$ cat config.mk
export PLATFORM = sky130hd
export DESIGN_NAME = truth_table_scanner
export DESIGN_NICKNAME = d
export VERILOG_FILES = /design/src/rtl/truth_table_scanner.sv
export SDC_FILE = /design/constraint.sdc
export NUM_CORES = 1
export LEC_CHECK = 0
export ABC_AREA = 1
export CELL_PAD_IN_SITES_DETAIL_PLACEMENT = 1
export CELL_PAD_IN_SITES_GLOBAL_PLACEMENT = 1
export CORE_MARGIN = 10
export CORE_UTILIZATION = 39
export DETAILED_ROUTE_END_ITERATION = 10
export MAX_ROUTING_LAYER = met4
export PLACE_DENSITY_LB_ADDON = 0.15
export RECOVER_POWER = 50
export SYNTH_ARGS = -nofsm -noshare
export SYNTH_HDL_FRONTEND = slang
export SYNTH_SLANG_ARGS = --single-unit
$ cat constraint.sdc
create_clock -name clk -period 2.4 [get_ports clk]
set_input_delay 0.72 -clock clk [delete_from_list [all_inputs] [get_ports clk]]
set_output_delay 0.72 -clock clk [all_outputs]
set_load 0.05 [all_outputs]
$ cat src/rtl/truth_table_scanner.sv
// Stimulus/response engine for 4-input combinational blocks: drives all 16 input
// rows, samples the response after a settle delay and compares it to an expected table.
module truth_table_scanner #(
   parameter int SETTLE = 3
) (
   input  logic        clk,
   input  logic        rst_n,
   input  logic        start,
   input  logic [15:0] exp_table,
   input  logic        f_in,
   output logic        w_out,
   output logic        x_out,
   output logic        y_out,
   output logic        z_out,
   output logic        busy,
   output logic        done,
   output logic [15:0] table_out,
   output logic [15:0] mismatch,
   output logic [4:0]  fail_count,
   output logic [3:0]  first_fail,
   output logic        pass
);

   typedef enum logic [1:0] {IDLE, WAIT, SAMPLE, DONE} state_t;

   localparam logic [7:0] SETTLE_LAST = 8'(SETTLE - 1);

   state_t      state;
   logic [3:0]  idx;
   logic [15:0] exp_reg;
   logic [7:0]  settle_cnt;
   logic [15:0] tbl_next;
   logic [4:0]  fail_next;
   logic        row_bad;

   assign w_out = idx[3];
   assign x_out = idx[2];
   assign y_out = idx[1];
   assign z_out = idx[0];

   // Table and fail count as they will be after the current row is sampled, so the
   // final mismatch/pass can include row 15 on the same edge that enters DONE.
   always_comb begin
      tbl_next      = table_out;
      tbl_next[idx] = f_in;
      row_bad       = (f_in != exp_reg[idx]);
      fail_next     = fail_count;
      if (row_bad)
         fail_next = fail_count + 5'd1;
   end

   always_ff @(posedge clk or negedge rst_n) begin
      if (!rst_n) begin
         state      <= IDLE;
         idx        <= 4'd0;
         exp_reg    <= 16'd0;
         settle_cnt <= 8'd0;
         busy       <= 1'b0;
         done       <= 1'b0;
         table_out  <= 16'd0;
         mismatch   <= 16'd0;
         fail_count <= 5'd0;
         first_fail <= 4'd0;
         pass       <= 1'b0;
      end else begin
         case (state)
            IDLE: begin
               done <= 1'b0;
               busy <= 1'b0;
               if (start) begin
                  idx        <= 4'd0;
                  exp_reg    <= exp_table;
                  table_out  <= 16'd0;
                  mismatch   <= 16'd0;
                  fail_count <= 5'd0;
                  first_fail <= 4'd0;
                  pass       <= 1'b0;
                  settle_cnt <= 8'd0;
                  busy       <= 1'b1;
                  state      <= WAIT;
               end
            end
            WAIT: begin
               if (settle_cnt == SETTLE_LAST) begin
                  settle_cnt <= 8'd0;
                  state      <= SAMPLE;
               end else begin
                  settle_cnt <= settle_cnt + 8'd1;
               end
            end
            SAMPLE: begin
               table_out  <= tbl_next;
               fail_count <= fail_next;
               if (row_bad && fail_count == 5'd0)
                  first_fail <= idx;
               // End of scan is decided on the row index, not on its wrap to 0.
               if (idx == 4'd15) begin
                  mismatch <= tbl_next ^ exp_reg;
                  pass     <= (fail_next == 5'd0);
                  done     <= 1'b1;
                  state    <= DONE;
               end else begin
                  idx   <= idx + 4'd1;
                  state <= WAIT;
               end
            end
            DONE: begin
               done  <= 1'b0;
               busy  <= 1'b0;
               idx   <= 4'd0;
               state <= IDLE;
            end
            default: state <= IDLE;
         endcase
      end
   end

endmodule

### Word level (Yosys, flattened, before mapping)

Cells that the tools add are included.

| cells by class | value |
|---|---|
| equal/unequal tests | 11 |
| reductions and logical operators | 19 |
| muxes and demuxes | 31 |
| $add $sub $neg | 3 |
| bitwise logic cells | 1 |
| order comparisons | 2 |

Operator list:

| kind | number |
|---|---|
| one-hot mux 16 bit (2 select lines) | 2 |
| 2-to-1 mux 16 bit | 2 |
| bitwise mux 16 bit | 1 |
| 2-to-1 mux 8 bit | 2 |
| one-hot mux 8 bit (2 select lines) | 1 |
| XOR 16 bit | 1 |
| 2-to-1 mux 4 bit | 3 |
| one-hot mux 4 bit (3 select lines) | 1 |
| zero test 5 bit | 2 |
| 2-to-1 mux 5 bit | 2 |
| inequality test 2 bit, second input constant | 5 |
| one-hot mux 5 bit (2 select lines) | 1 |
| AND reduction 2 bit | 5 |
| AND reduction 3 bit | 3 |
| adder 8 x 1 -> 8 bit, second input constant | 1 |
| == test 8 x 2 -> 1 bit, second input constant | 1 |
| one-hot mux 2 bit (4 select lines) | 1 |
| one-hot mux 4 bit (2 select lines) | 1 |
| nonzero test 2 bit | 4 |
| 2-to-1 mux 1 bit | 6 |
| 2-to-1 mux 2 bit | 3 |
| one-hot mux 1 bit (2 select lines) | 3 |
| adder 5 x 1 -> 5 bit, second input constant | 1 |
| < comparator 4 x 5 -> 1 bit, second input constant | 1 |
| other kinds (12) | 14 |

| word-level totals | value |
|---|---|
| input port bits | 20 |
| logic and storage cells | 78 |
| output and inout bits | 48 |
| register bits after elaboration | 74 |

### Longest topological paths before layout

Gate-level depths: netlist of the first run.

| logic depth | value |
|---|---|
| word-level depth | 8 |
| depth in mapped cells | 15 |
| mapped depth without buffers | 15 |

### Worst setup path after synthesis of the first run

No wires, ideal clock.

| timing path | value |
|---|---|
| path type | reg2reg |
| start point | register idx[1] |
| end point | register first_fail[1] |
| buffers on the path | 0 |
| path slack | 0.330 ns |
| data arrival time | 1.951 ns |
| required time | 2.280 ns |
| period minus slack after synthesis | 2.070 ns |
| stages on the path, launching flop included | 12 |
| setup time | 0.120 ns |
| path through | dfrtp_1 inv_1 nand3_1 nand2_1 nand2_1 nand2_2 o21ai_4 nand2_4 nor3_4 o21bai_2 nand2_1 nand2_1 |

| on the way | value |
|---|---|
| longest elaborated chain between the ends | 6 |
| elaborated cells between the ends (all ways) | 8 |
| classes of those cells | 2 x eq/ne; 4 x mux; 2 x reduce/logical |

Ends and longest elaborated chain:

| element | RTL line | RTL |
|---|---|---|
| start: declaration | 29 | `logic [3:0] idx;` |
| start signal: assignment | 103 | `idx <= idx + 4'd1;` |
| binary-select mux 1 bit (select 4 bit) | 46 | `row_bad = (f_in != exp_reg[idx]);` |
| 2-to-1 mux 1 bit (not written as such) | 46 |  |
| inequality test 1 bit | 46 |  |
| logical AND 1 bit | 94 | `if (row_bad && fail_count == 5'd0)` |
| inequality test 2 bit (no source line) | n/a |  |
| AND reduction 3 bit (no source line) | n/a |  |
| end signal: assignment | 95 | `first_fail <= idx;` |
| end: declaration | 20 | `output logic [3:0] first_fail,` |

Parallel ways exist; a longest one is shown, timed or not. The select of a mux whose other input is x is not followed.
A chain may end at the register's enable or synchronous reset.

### Worst setup path after layout of the first run

| timing path | value |
|---|---|
| start point | register fail_count[1] |
| end point | output port fail_count[1] |

RTL lines:

| element | RTL line | RTL |
|---|---|---|
| start: declaration | 19 | `output logic [4:0] fail_count,` |
| start signal: assignment | 93 | `fail_count <= fail_next;` |

No word-level cell between the ends.

==> impl_summary.txt, run 1 <==
----------------------------------------------------
[Worst setup path]
  Total stage count of the critical path ... 1
  Worst Path Arrival ... about 1.6 ns
  Cells along the critical path ... clkdlybuf4s50_1
  Critical path's slowest cell ... sky130_fd_sc_hd__clkdlybuf4s50_1
  Reg2Reg Setup Slack ... 0.26 ns
  Start point of the critical path ... fail_count[1]$_DFFE_PN0P_
  Worst setup path end ... fail_count[1]
  Number of cells on the worst reg-to-reg path ... 7
  Top cell family by delay on the critical path ... buffers and inverters
  Max Fanout on Critical Path ... 4
  Crit path capture type ... output port
  Reg-to-Reg Start ... state[0]$_DFFE_PN0P_
  Category of the most critical setup path ... register to output port
  Data required, critical path ... 1.68 ns
  Destination of the worst register-to-register timing path ... mismatch[8]$_DFFE_PN0P_
  Nature of the critical path startpoint ... register
  CP max stage delay ... 0.82 ns
  Number of buffers and inverters on the critical path ... 1

[Run]
  Number of max-cap violations ... 0

[Finish]
  P&R area growth vs syn ... 27.03%
  Share of post-route cells with drive strength above 1 ... 0.07295
  Final standard cell count with taps included and fillers excluded ... 695
  Post-layout nets ... 590
  Antenna fix cells ... 0
  Area taken by multi-input logic gates ... 1655 sq um
  Filler instances ... 1212
  Sequential Area ... 1852 sq um

[Placed design]
  Half-perimeter wire length of the detailed placement result ... 8887 um
  Port bufs ... 67
  Number of placed instances, taps included ... 680
  Routability-driven placement congestion ratio ... 0.8114
  Pre-CTS worst setup slack ... 0.03417 ns

[Timing]
  Worst setup margin ... 0.1063 ns
  Final hold violations ... 0
  Layout Skew ... 0.009994 ns
  Achievable frequency ... around 440 MHz
  Final TNS setup ... 0 ns
  Max-Slew Margin vs Limit ... 0.2429
  Fin crit share ... 0.9557
  Final hold slack ... roughly 0.41 ns
  Number of failing setup endpoints in the final timing report ... 0
  Final Max Tran Viols ... 0
  Final Critical Period ... 2.294 ns
  Transition time of the tightest slew-check pin ... around 1.1 ns
  RSZ-0062 raised after global routing ... no

[Yosys]
  Sequential share of the synthesized area ... 0.4779
  Synth Cell Area ... 3875 sq um
  Largest family of logic cells by synthesized area ... simple AND/OR/NAND/NOR gates
  Synthesized Nets ... 511
  Parity-gate share of the synthesized area counting xor and xnor cells ... 0.04294
  Yosys reg bits ... 74
  Warning count from the yosys run ... 0
  Number of different library cells in the post-synthesis netlist ... 30
  Post-synthesis average cell area ... ~8 sq um
  Adder-cell share of the synthesized area ... 0.03875
  Gate Count Post-Synth ... 479
  Multiplexer area fraction after synthesis ... 0
  Simple-gate share of the synthesized area ... 0.2015
  Share of the synthesized area in compound gates (AO/OA/AOI/OAI) ... 0.1440

[Clock network]
  CTS tree ... yes
  Clk pin slew, worst setup/hold paths ... 0.08 ns
  Buffer levels on the longest clock path ... 2
  Clk sinks ... 74
  Hold-fix buffer count after cts ... 0
  Post-CTS setup-driven buffer insertion count ... 0
  Number of clock buffers inserted by TritonCTS ... 9
  Worst-skew pair later-pin latency ... 0.36 ns
  CTS-repair resized insts ... 0
  Max H-tree Level ... 3
  Root Driver ... sky130_fd_sc_hd__clkbuf_8

[Floorplan]
  Die footprint ... 14320 sq um
  Number of rows created at floorplan ... 36
  X dimension of the die ... around 120 um
  Core Area ... 9729 sq um
  Boundary Pins ... 68
  Effective utilization at floorplan ... 0.3983
  DIE HEIGHT ... 119.7 um

[Power]
  Total power draw ... roughly 6.4 mW
  Peak ir drop on the vdd network ... 0.4560 mV
  Pwr Density ... 1301 nW/um^2
  Leakage component of the power ... 2.315 nW

[Global routing]
  First-pass GRT wire length ... 18860 um
  Initial antenna violation count ... 0
  Global-route total usage across every layer ... 0.1656
  Pin count of the biggest net entering global routing ... 33
  Global route total overflow ... 0
  Via count of the first global-routing pass ... ~3800

[Detailed routing]
  Initial DRC Count ... 178
  Routed Wire Length ... ~11000 um
  Wirelength per Cell ... 16.29 um
  Antenna-violating nets left ... 0
  Number of iterations in the first detailed-routing pass ... 4
  Vias per cell ... between 4 and 5
  Count of unresolved DRC violations after routing ... 0
  Total number of vias ... 3449

[Run status]
  Outcome ... finished, final reports clean

[Min path]
  Class of the tightest hold or removal check ... primary input to asynchronous set/reset pin

----------------------------------------------------
worst register-to-register path, stage by stage, from the launching register on:
cell,delay (ns)
sky130_fd_sc_hd__dfrtp_1,0.42
sky130_fd_sc_hd__inv_1,0.12
sky130_fd_sc_hd__ha_1,0.30
sky130_fd_sc_hd__inv_2,0.22
sky130_fd_sc_hd__o21ai_1,0.30
sky130_fd_sc_hd__nand2_1,0.09
sky130_fd_sc_hd__buf_4,0.24
sky130_fd_sc_hd__o31ai_1,0.35
layer usage:
layer / GRT usage / up-vias / wire length, um
met2: 0.2758 / 65 / 5534
met3: 0.03141 / 29 / 462
met1: 0.1952 / 1663 / 5053
met5: - / - / 0
met4: 0.06184 / 0 / 274
li1: - / 1692 / -
synthesized netlist by cell type (all sizes together):
cell type | count | area share
nand2 | 116 | 0.12
o22ai | 20 | 0.032
dfrtp | 74 | 0.48
a32o | 1 | 0.0026
a21oi | 7 | 0.0090
clkbuf | 9 | 0.0087
nor3 | 6 | 0.011
o31ai | 17 | 0.033
ha | 12 | 0.039
buf | 4 | 0.0068
o21bai | 1 | 0.0029
inv | 82 | 0.079
a22oi | 1 | 0.0019
o21ai | 46 | 0.062
nor2 | 34 | 0.034
nor3b | 1 | 0.0019
xnor2 | 1 | 0.0023
nand3 | 22 | 0.028
nand4 | 5 | 0.0081
nor4 | 1 | 0.0016
or2 | 1 | 0.0016
xor2 | 18 | 0.041
cell type report:
class / instances / area share
inverter: 82 / 0.06253
tap: 133 / 0.03381
clock buffer: 10 / 0.02796
timing repair buffer: 81 / 0.1472
multi-input combinational: 310 / 0.3363
sequential: 74 / 0.3762
clock inverter: 5 / 0.01601
cell families (layout without fill, tap and decap cells):
group,Yosys count,count (layout)
AO/OA/AOI/OAI,93,93
XOR/XNOR,19,19
adder cells (fa/ha/maj),12,12
buffers and inverters,95,178
AND/OR/NAND/NOR,186,186
flip-flops,74,74
cells in the final DEF (no fill, tap or decap):
| cell type | netlist | routed |
|---|---|---|
| sky130_fd_sc_hd__nand4_1 | 5 | 5 |
| sky130_fd_sc_hd__o22ai_1 | 20 | 20 |
| sky130_fd_sc_hd__ha_1 | 12 | 12 |
| sky130_fd_sc_hd__clkbuf_2 | 0 | 2 |
| sky130_fd_sc_hd__o21ai_0 | 42 | 43 |
| sky130_fd_sc_hd__nand2_4 | 1 | 1 |
| sky130_fd_sc_hd__buf_4 | 0 | 13 |
| sky130_fd_sc_hd__a32o_1 | 1 | 1 |
| sky130_fd_sc_hd__a22oi_1 | 1 | 1 |
| sky130_fd_sc_hd__clkinv_4 | 0 | 1 |
| sky130_fd_sc_hd__o21bai_2 | 1 | 1 |
| sky130_fd_sc_hd__bufinv_16 | 0 | 2 |
| sky130_fd_sc_hd__nor2_1 | 33 | 33 |
| sky130_fd_sc_hd__nor2_2 | 1 | 1 |
| sky130_fd_sc_hd__nand3_1 | 22 | 22 |
| sky130_fd_sc_hd__a21oi_1 | 7 | 7 |
| sky130_fd_sc_hd__inv_2 | 3 | 3 |
| sky130_fd_sc_hd__nand2_1 | 113 | 113 |
| sky130_fd_sc_hd__nor3_1 | 5 | 5 |
| sky130_fd_sc_hd__clkdlybuf4s50_1 | 0 | 58 |
| sky130_fd_sc_hd__nor4_1 | 1 | 1 |
| sky130_fd_sc_hd__o31ai_1 | 17 | 17 |
| sky130_fd_sc_hd__clkbuf_8 | 0 | 10 |
| sky130_fd_sc_hd__nor3b_1 | 1 | 1 |
| sky130_fd_sc_hd__nand2_2 | 2 | 2 |
| sky130_fd_sc_hd__o21ai_4 | 1 | 1 |
| sky130_fd_sc_hd__dlygate4sd3_1 | 0 | 1 |
| sky130_fd_sc_hd__xor2_1 | 18 | 18 |
| sky130_fd_sc_hd__clkbuf_1 | 9 | 7 |
| sky130_fd_sc_hd__o21ai_1 | 3 | 2 |
| sky130_fd_sc_hd__or2_2 | 1 | 1 |
| sky130_fd_sc_hd__dfrtp_1 | 74 | 74 |
| sky130_fd_sc_hd__clkinv_2 | 0 | 2 |
| sky130_fd_sc_hd__xnor2_1 | 1 | 1 |
| sky130_fd_sc_hd__nor3_4 | 1 | 1 |
| sky130_fd_sc_hd__inv_1 | 79 | 79 |
power breakdown:
group / switching (mW) / internal (mW)
sequential: 0.341 / 1.62
combinational: 2.31 / 1.05
clock: 0.476 / 0.606
worst min-delay path by stage:
stage,from,to,slack [ns]
5_1_grt,rst_n,mismatch[14]$_DFFE_PN0P_,0.44
4_1_cts,rst_n,mismatch[14]$_DFFE_PN0P_,0.26
3_5_place_dp,first_fail[1]$_DFFE_PN0P_,first_fail[1]$_DFFE_PN0P_,0.46
6_report,rst_n,mismatch[14]$_DFFE_PN0P_,0.41
3_3_place_gp,first_fail[1]$_DFFE_PN0P_,first_fail[1]$_DFFE_PN0P_,0.47
2_1_floorplan,rst_n,busy$_DFFE_PN0N_,0.42
stage by stage:
| stage | util | instance area (sq um) |
|---|---|---|
| finish | 0.5059 | 4922 |
| global route | 0.5059 | 4922 |
| CTS | 0.5102 | 4964 |
| detailed placement | 0.4879 | 4747 |
| global placement | 0.4879 | 4747 |
| floorplan | - | 3875 |
No activity file was read; power rests on OpenSTA's default activity.
==> run 2: changes to the inputs <==
MAX_ROUTING_LAYER = not set   (was met4)
RECOVER_POWER = 100   (was 50)
==> impl_summary.txt, run 2 (synthesis gave the netlist of run 1 again) <==
----------------------------------------------------
[Run status]
  Outcome ... finished, final reports clean

[Finish]
  Final standard cell area without fillers ... 4911 sq um (-0.23%)
  Most common cell after layout, fill and taps aside ... sky130_fd_sc_hd__nand2_1
  Antenna fix cells ... 0 (unchanged)
  P&R area growth vs syn ... 26.74%
  Commonest cells after routing, fill and taps aside ... 114 x sky130_fd_sc_hd__nand2_1, 79 x sky130_fd_sc_hd__inv_1, 74 x sky130_fd_sc_hd__dfrtp_1, 43 x sky130_fd_sc_hd__o21ai_0, 35 x sky130_fd_sc_hd__dlygate4sd3_1
  Post-layout nets ... 590 (unchanged)
  Share of post-route cells with drive strength above 1 ... 0.06940 (-0.003559)
  Filler instances ... 1214 (+0.17%)

[Global routing]
  Initial antenna violation count ... 0 (unchanged)
  Met1 GRT Util ... 0.1940 (-0.001140)
  Most Crowded Layer GR ... met2
  Met2 track demand over resource in global routing ... 0.2754 (-0.0003439)
  Pin count of the biggest net entering global routing ... 33 (unchanged)
  Global-route total usage across every layer ... 0.1610 (-0.004595)
  Via count of the first global-routing pass ... 3794 (+0.16%)
  Global route total overflow ... 0 (unchanged)
  First-pass GRT wire length ... 18880 um (about the same)
  Met3 global-route usage ... 0.03422 (+0.002813)

[Placed design]
  Area of placed instances ... 4747 sq um (unchanged)
  Routability-driven placement congestion ratio ... 0.7999 (-1.4%)
  Pre-CTS worst setup slack ... 0.03417 ns (unchanged)
  Half-perimeter wire length of the detailed placement result ... 8887 um (unchanged)
  Port bufs ... 67 (unchanged)

[Min path]
  Class of the tightest hold or removal check ... primary input to asynchronous set/reset pin

[Timing]
  Final Critical Period ... 2.326 ns (+0.03216 ns)
  Transition time of the tightest slew-check pin ... 1.149 ns (+0.01357 ns)
  Max-Slew Margin vs Limit ... 0.2338 (-0.009046)
  Fin crit share ... 0.9691 (+0.01340)
  Worst setup margin ... 0.07410 ns (-0.03216 ns)
  Layout Skew ... 0.01068 ns (+0.0006880 ns)
  Number of failing setup endpoints in the final timing report ... 0 (unchanged)
  Final hold violations ... 0 (unchanged)
  RSZ-0062 raised after global routing ... no
  Final Max Tran Viols ... 0 (unchanged)
  Achievable frequency ... 429.9 MHz (-1.4%)
  Final TNS setup ... 0 ns (unchanged)

[Worst setup path]
  Reg2Reg Setup Slack ... 0.26 ns (about the same)
  Number of buffers and inverters on the critical path ... 1 (unchanged)
  Category of the most critical setup path ... register to output port
  Top cell family by delay on the critical path ... buffers and inverters
  Crit path capture type ... output port
  Data required, critical path ... 1.68 ns (about the same)
  Number of cells on the worst reg-to-reg path ... 7 (unchanged)
  Worst Path Arrival ... 1.61 ns (+0.04 ns)
  Critical path's slowest cell ... sky130_fd_sc_hd__dlygate4sd3_1
  Reg-to-Reg Start ... state[0]$_DFFE_PN0P_
  Destination of the worst register-to-register timing path ... mismatch[8]$_DFFE_PN0P_
  CP max stage delay ... 0.88 ns (+0.06 ns)
  Max Fanout on Critical Path ... 2 (-2)
  Nature of the critical path startpoint ... register
  Cells along the critical path ... dlygate4sd3_1

[Clock network]
  Max H-tree Level ... 3 (unchanged)
  Post-CTS setup-driven buffer insertion count ... 0 (unchanged)
  Number of clock buffers inserted by TritonCTS ... 9 (unchanged)
  Hold-fix buffer count after cts ... 0 (unchanged)
  Root Driver ... sky130_fd_sc_hd__clkbuf_8
  CTS tree ... yes
  Clk sinks ... 74 (unchanged)
  CTS-repair resized insts ... 0 (unchanged)
  Worst-skew pair later-pin latency ... 0.36 ns (about the same)
  Buffer levels on the longest clock path ... 2 (unchanged)
  Clk pin slew, worst setup/hold paths ... 0.08 ns (about the same)

[Floorplan]
  Die footprint ... 14320 sq um (unchanged)
  X dimension of the die ... 119.7 um (unchanged)
  Boundary Pins ... 68 (unchanged)
  Number of rows created at floorplan ... 36 (unchanged)
  DIE HEIGHT ... 119.7 um (unchanged)
  Effective utilization at floorplan ... 0.3983 (unchanged)
  Core Area ... 9729 sq um (unchanged)

[Detailed routing]
  Total number of vias ... 3434 (-0.43%)
  Number of iterations in the first detailed-routing pass ... 4 (unchanged)
  Initial DRC Count ... 151 (-15%)
  Antenna-violating nets left ... 0 (unchanged)
  Count of unresolved DRC violations after routing ... 0 (unchanged)
  Wirelength per Cell ... 16.31 um (about the same)
  Routed Wire Length ... 11340 um (about the same)
  Vias per cell ... 4.941 (-0.43%)

[Power]
  Pwr Density ... 1289 nW/um^2 (-0.94%)
  Leakage component of the power ... 2.415 nW (+4.3%)
  Peak ir drop on the vdd network ... 0.4553 mV (-0.16%)

[Run]
  Number of max-cap violations ... 0 (unchanged)

----------------------------------------------------
-- run 2: worst max path at each step --
| stage | from | endpoint | slack [ns] | cells after the start |
|---|---|---|---|---|
| CTS | fail_count[1]$_DFFE_PN0P_ | fail_count[1] | 0.09 | 1 |
| finish | table_out[0]$_DFFE_PN0P_ | table_out[0] | 0.07 | 1 |
| global placement | start | pass$_DFFE_PN0P_ | 0.17 | 9 |
| floorplan | idx[1]$_DFFE_PN0P_ | first_fail[1]$_DFFE_PN0P_ | 0.33 | 11 |
| global route | idx[0]$_DFFE_PN0P_ | first_fail[2]$_DFFE_PN0P_ | 0.03 | 13 |
| detailed placement | start | mismatch[8]$_DFFE_PN0P_ | 0.03 | 6 |
-- run 2: layer usage --
layer	vias up	routed length (um)
met2	70	5548
met3	22	535
met1	1651	5008
met4	0	243
li1	1691	-
met5	-	0
-- run 2: power by group --
| group | switching (mW) | internal [mW] | total [mW] |
|---|---|---|---|
| Sequential | 0.331 | 1.62 | 1.95 |
| Combinational | 2.31 | 0.980 | 3.29 |
| Clock | 0.476 | 0.606 | 1.08 |
-- run 2: stage by stage --
step	instances	util	total power [mW]	hold slack, ns
after global routing	695	0.5048	6.798	0.4416
after CTS	695	0.5102	6.494	0.2635
after detailed placement	680	0.4879	5.399	0.4622
after global placement	680	0.4879	5.274	0.4652
after floorplan	479	-	4.194	0.4244
final	695	0.5048	6.328	0.4105
-- run 2: layout make-up --
cell class	instances	area, sq um	share of cell area
flip-flops and latches	74	1852	0.3771
multi-input cells	310	1653	0.3366
clock inverters	5	78.83	0.01605
well taps	133	166.4	0.03389
inverters	82	307.8	0.06268
repair buffers	81	715.7	0.1457
clock buffers	10	137.6	0.02803
-- run 2: worst reg2reg max path, cell delays in order (launching register included) --
cell                      delay (ns)
sky130_fd_sc_hd__dfrtp_1        0.42
sky130_fd_sc_hd__inv_1          0.12
sky130_fd_sc_hd__ha_1           0.30
sky130_fd_sc_hd__inv_2          0.22
sky130_fd_sc_hd__o21ai_1        0.30
sky130_fd_sc_hd__nand2_1        0.09
sky130_fd_sc_hd__buf_4          0.24
sky130_fd_sc_hd__o31ai_1        0.35
==> run 3: changes to the inputs <==
CORE_ASPECT_RATIO = 0.7   (was not set)
HOLD_SLACK_MARGIN = 0.08   (was not set)
REMOVE_ABC_BUFFERS = 1   (was not set)
==> impl_summary.txt, run 3 (synthesis gave the netlist of run 1 again) <==
----------------------------------------------------
[Detailed routing]
  Count of unresolved DRC violations after routing ... 0 (unchanged)
  Antenna-violating nets left ... 0 (unchanged)
  Routed Wire Length ... 11900 um (+5.0%)
  Total number of vias ... 3514 (+2.3%)
  Wirelength per Cell ... 17.20 um (+5.5%)
  Initial DRC Count ... 128 (-15%)
  Vias per cell ... 5.078 (+2.8%)
  Number of iterations in the first detailed-routing pass ... 4 (unchanged)

[Worst setup path]
  CP max stage delay ... 0.89 ns (about the same)
  Critical path's slowest cell ... sky130_fd_sc_hd__dlygate4sd3_1
  Reg2Reg Setup Slack ... 0.27 ns (about the same)
  Max Fanout on Critical Path ... 2 (unchanged)
  Number of cells on the worst reg-to-reg path ... 13 (+6)
  Worst setup path end ... table_out[8]
  Number of buffers and inverters on the critical path ... 1 (unchanged)
  Total stage count of the critical path ... 1 (unchanged)
  Start point of the critical path ... table_out[8]$_DFFE_PN0P_
  Destination of the worst register-to-register timing path ... first_fail[2]$_DFFE_PN0P_
  Crit path capture type ... output port
  Nature of the critical path startpoint ... register
  Top cell family by delay on the critical path ... buffers and inverters
  Category of the most critical setup path ... register to output port
  Data required, critical path ... 1.68 ns (about the same)
  Worst Path Arrival ... 1.59 ns (-0.02 ns)
  Cells along the critical path ... dlygate4sd3_1
  Reg-to-Reg Start ... idx[0]$_DFFE_PN0P_

[Timing]
  Final TNS setup ... 0 ns (unchanged)
  Final hold slack ... 0.4750 ns (+0.06455 ns)
  Transition time of the tightest slew-check pin ... 1.011 ns (-0.1387 ns)
  Worst setup margin ... 0.08547 ns (+0.01136 ns)
  RSZ-0062 raised after global routing ... no
  Final hold violations ... 0 (unchanged)
  Final Critical Period ... 2.315 ns (-0.01136 ns)
  Max-Slew Margin vs Limit ... 0.3263 (+0.09244)
  Final Max Tran Viols ... 0 (unchanged)
  Achievable frequency ... 432.1 MHz (+0.49%)
  Number of failing setup endpoints in the final timing report ... 0 (unchanged)
  Fin crit share ... 0.9644 (-0.004735)
  Layout Skew ... 0.006274 ns (-0.004408 ns)

[Clock network]
  CTS-repair resized insts ... 0 (unchanged)
  Max H-tree Level ... 3 (unchanged)
  Worst-skew pair later-pin latency ... 0.34 ns (-0.02 ns)
  CTS tree ... yes
  Number of clock buffers inserted by TritonCTS ... 9 (unchanged)
  Buffer levels on the longest clock path ... 2 (unchanged)
  Clk sinks ... 74 (unchanged)
  Hold-fix buffer count after cts ... 0 (unchanged)
  Post-CTS setup-driven buffer insertion count ... 0 (unchanged)
  Root Driver ... sky130_fd_sc_hd__clkbuf_16
  Clk pin slew, worst setup/hold paths ... 0.06 ns (-0.02 ns)

[Finish]
  Commonest cells after routing, fill and taps aside ... 114 x sky130_fd_sc_hd__nand2_1, 80 x sky130_fd_sc_hd__inv_1, 74 x sky130_fd_sc_hd__dfrtp_1, 44 x sky130_fd_sc_hd__o21ai_0, 35 x sky130_fd_sc_hd__dlygate4sd3_1
  Share of post-route cells with drive strength above 1 ... 0.07092 (+0.001527)
  P&R area growth vs syn ... 29.87%
  Antenna fix cells ... 0 (unchanged)
  Filler instances ... 1197 (-1.4%)
  Post-layout nets ... 591 (+0.17%)
  Most common cell after layout, fill and taps aside ... sky130_fd_sc_hd__nand2_1
  Area taken by multi-input logic gates ... 1653 sq um (unchanged)
  Final standard cell area without fillers ... 5032 sq um (+2.5%)
  Sequential Area ... 1852 sq um (unchanged)
  Final design utilization ... 0.5196 (+0.01488)
  Final standard cell count with taps included and fillers excluded ... 692 (-0.43%)

[Placed design]
  Half-perimeter wire length of the detailed placement result ... 8671 um (-2.4%)
  Number of placed instances, taps included ... 676 (-0.59%)
  Area of placed instances ... 4763 sq um (+0.34%)
  Pre-CTS worst setup slack ... 0.03472 ns (+0.0005557 ns)
  Routability-driven placement congestion ratio ... 0.8376 (+4.7%)
  Port bufs ... 67 (unchanged)

[Floorplan]
  Number of rows created at floorplan ... 30 (-17%)
  DIE HEIGHT ... 103.4 um (-14%)
  Die footprint ... 14390 sq um (+0.44%)
  Boundary Pins ... 68 (unchanged)
  Effective utilization at floorplan ... 0.4001 (+0.001852)
  Core Area ... 9684 sq um (-0.46%)
  X dimension of the die ... 139.1 um (+16%)

[Power]
  Leakage component of the power ... 2.471 nW (+2.3%)
  Total power draw ... 6.737 mW (+6.5%)
  Pwr Density ... 1339 nW/um^2 (+3.9%)
  Peak ir drop on the vdd network ... 0.7235 mV (+59%)

[Min path]
  Class of the tightest hold or removal check ... primary input to asynchronous set/reset pin

[Global routing]
  Global-route total usage across every layer ... 0.1728 (+0.01179)
  Via count of the first global-routing pass ... 3951 (+4.1%)
  First-pass GRT wire length ... 20080 um (+6.4%)
  Pin count of the biggest net entering global routing ... 44 (+33%)
  Initial antenna violation count ... 0 (unchanged)
  Global route total overflow ... 0 (unchanged)

[Run]
  Number of max-cap violations ... 0 (unchanged)

[Run status]
  Outcome ... finished, final reports clean

----------------------------------------------------
-- run 3: worst min-delay path by stage --
| stage | slack, ns | end | from |
|---|---|---|---|
| detailed placement | 0.47 | mismatch[5]$_DFFE_PN0P_ | mismatch[5]$_DFFE_PN0P_ |
| CTS | 0.34 | mismatch[9]$_DFFE_PN0P_ | rst_n |
| global route | 0.50 | mismatch[8]$_DFFE_PN0P_ | mismatch[8]$_DFFE_PN0P_ |
| finish | 0.48 | mismatch[9]$_DFFE_PN0P_ | rst_n |
| floorplan | 0.42 | busy$_DFFE_PN0N_ | rst_n |
| global placement | 0.46 | first_fail[2]$_DFFE_PN0P_ | first_fail[2]$_DFFE_PN0P_ |
-- run 3: layout make-up --
class / instances / share of cell area
inverter: 82 / 0.06116
multi-input combinational: 310 / 0.3284
clock inverter: 5 / 0.01542
sequential: 74 / 0.3680
clock buffer: 11 / 0.04823
tap: 128 / 0.03183
timing repair buffer: 82 / 0.1469
-- run 3: layer usage --
metal,track usage,vias up,routed length [um],part of all wire
li1,-,1705,-,-
met5,0,-,0,0
met2,0.2932,60,5662,0.48
met3,0.05338,13,677,0.057
met4,0.05116,0,150,0.013
met1,0.2092,1736,5410,0.45
-- run 3: power by group --
| group | internal (mW) | switching [mW] | total (mW) |
|---|---|---|---|
| Combinational | 1.01 | 2.39 | 3.40 |
| Sequential | 1.63 | 0.263 | 1.89 |
| Clock | 0.935 | 0.519 | 1.45 |
| Total | 3.57 | 3.17 | 6.74 |
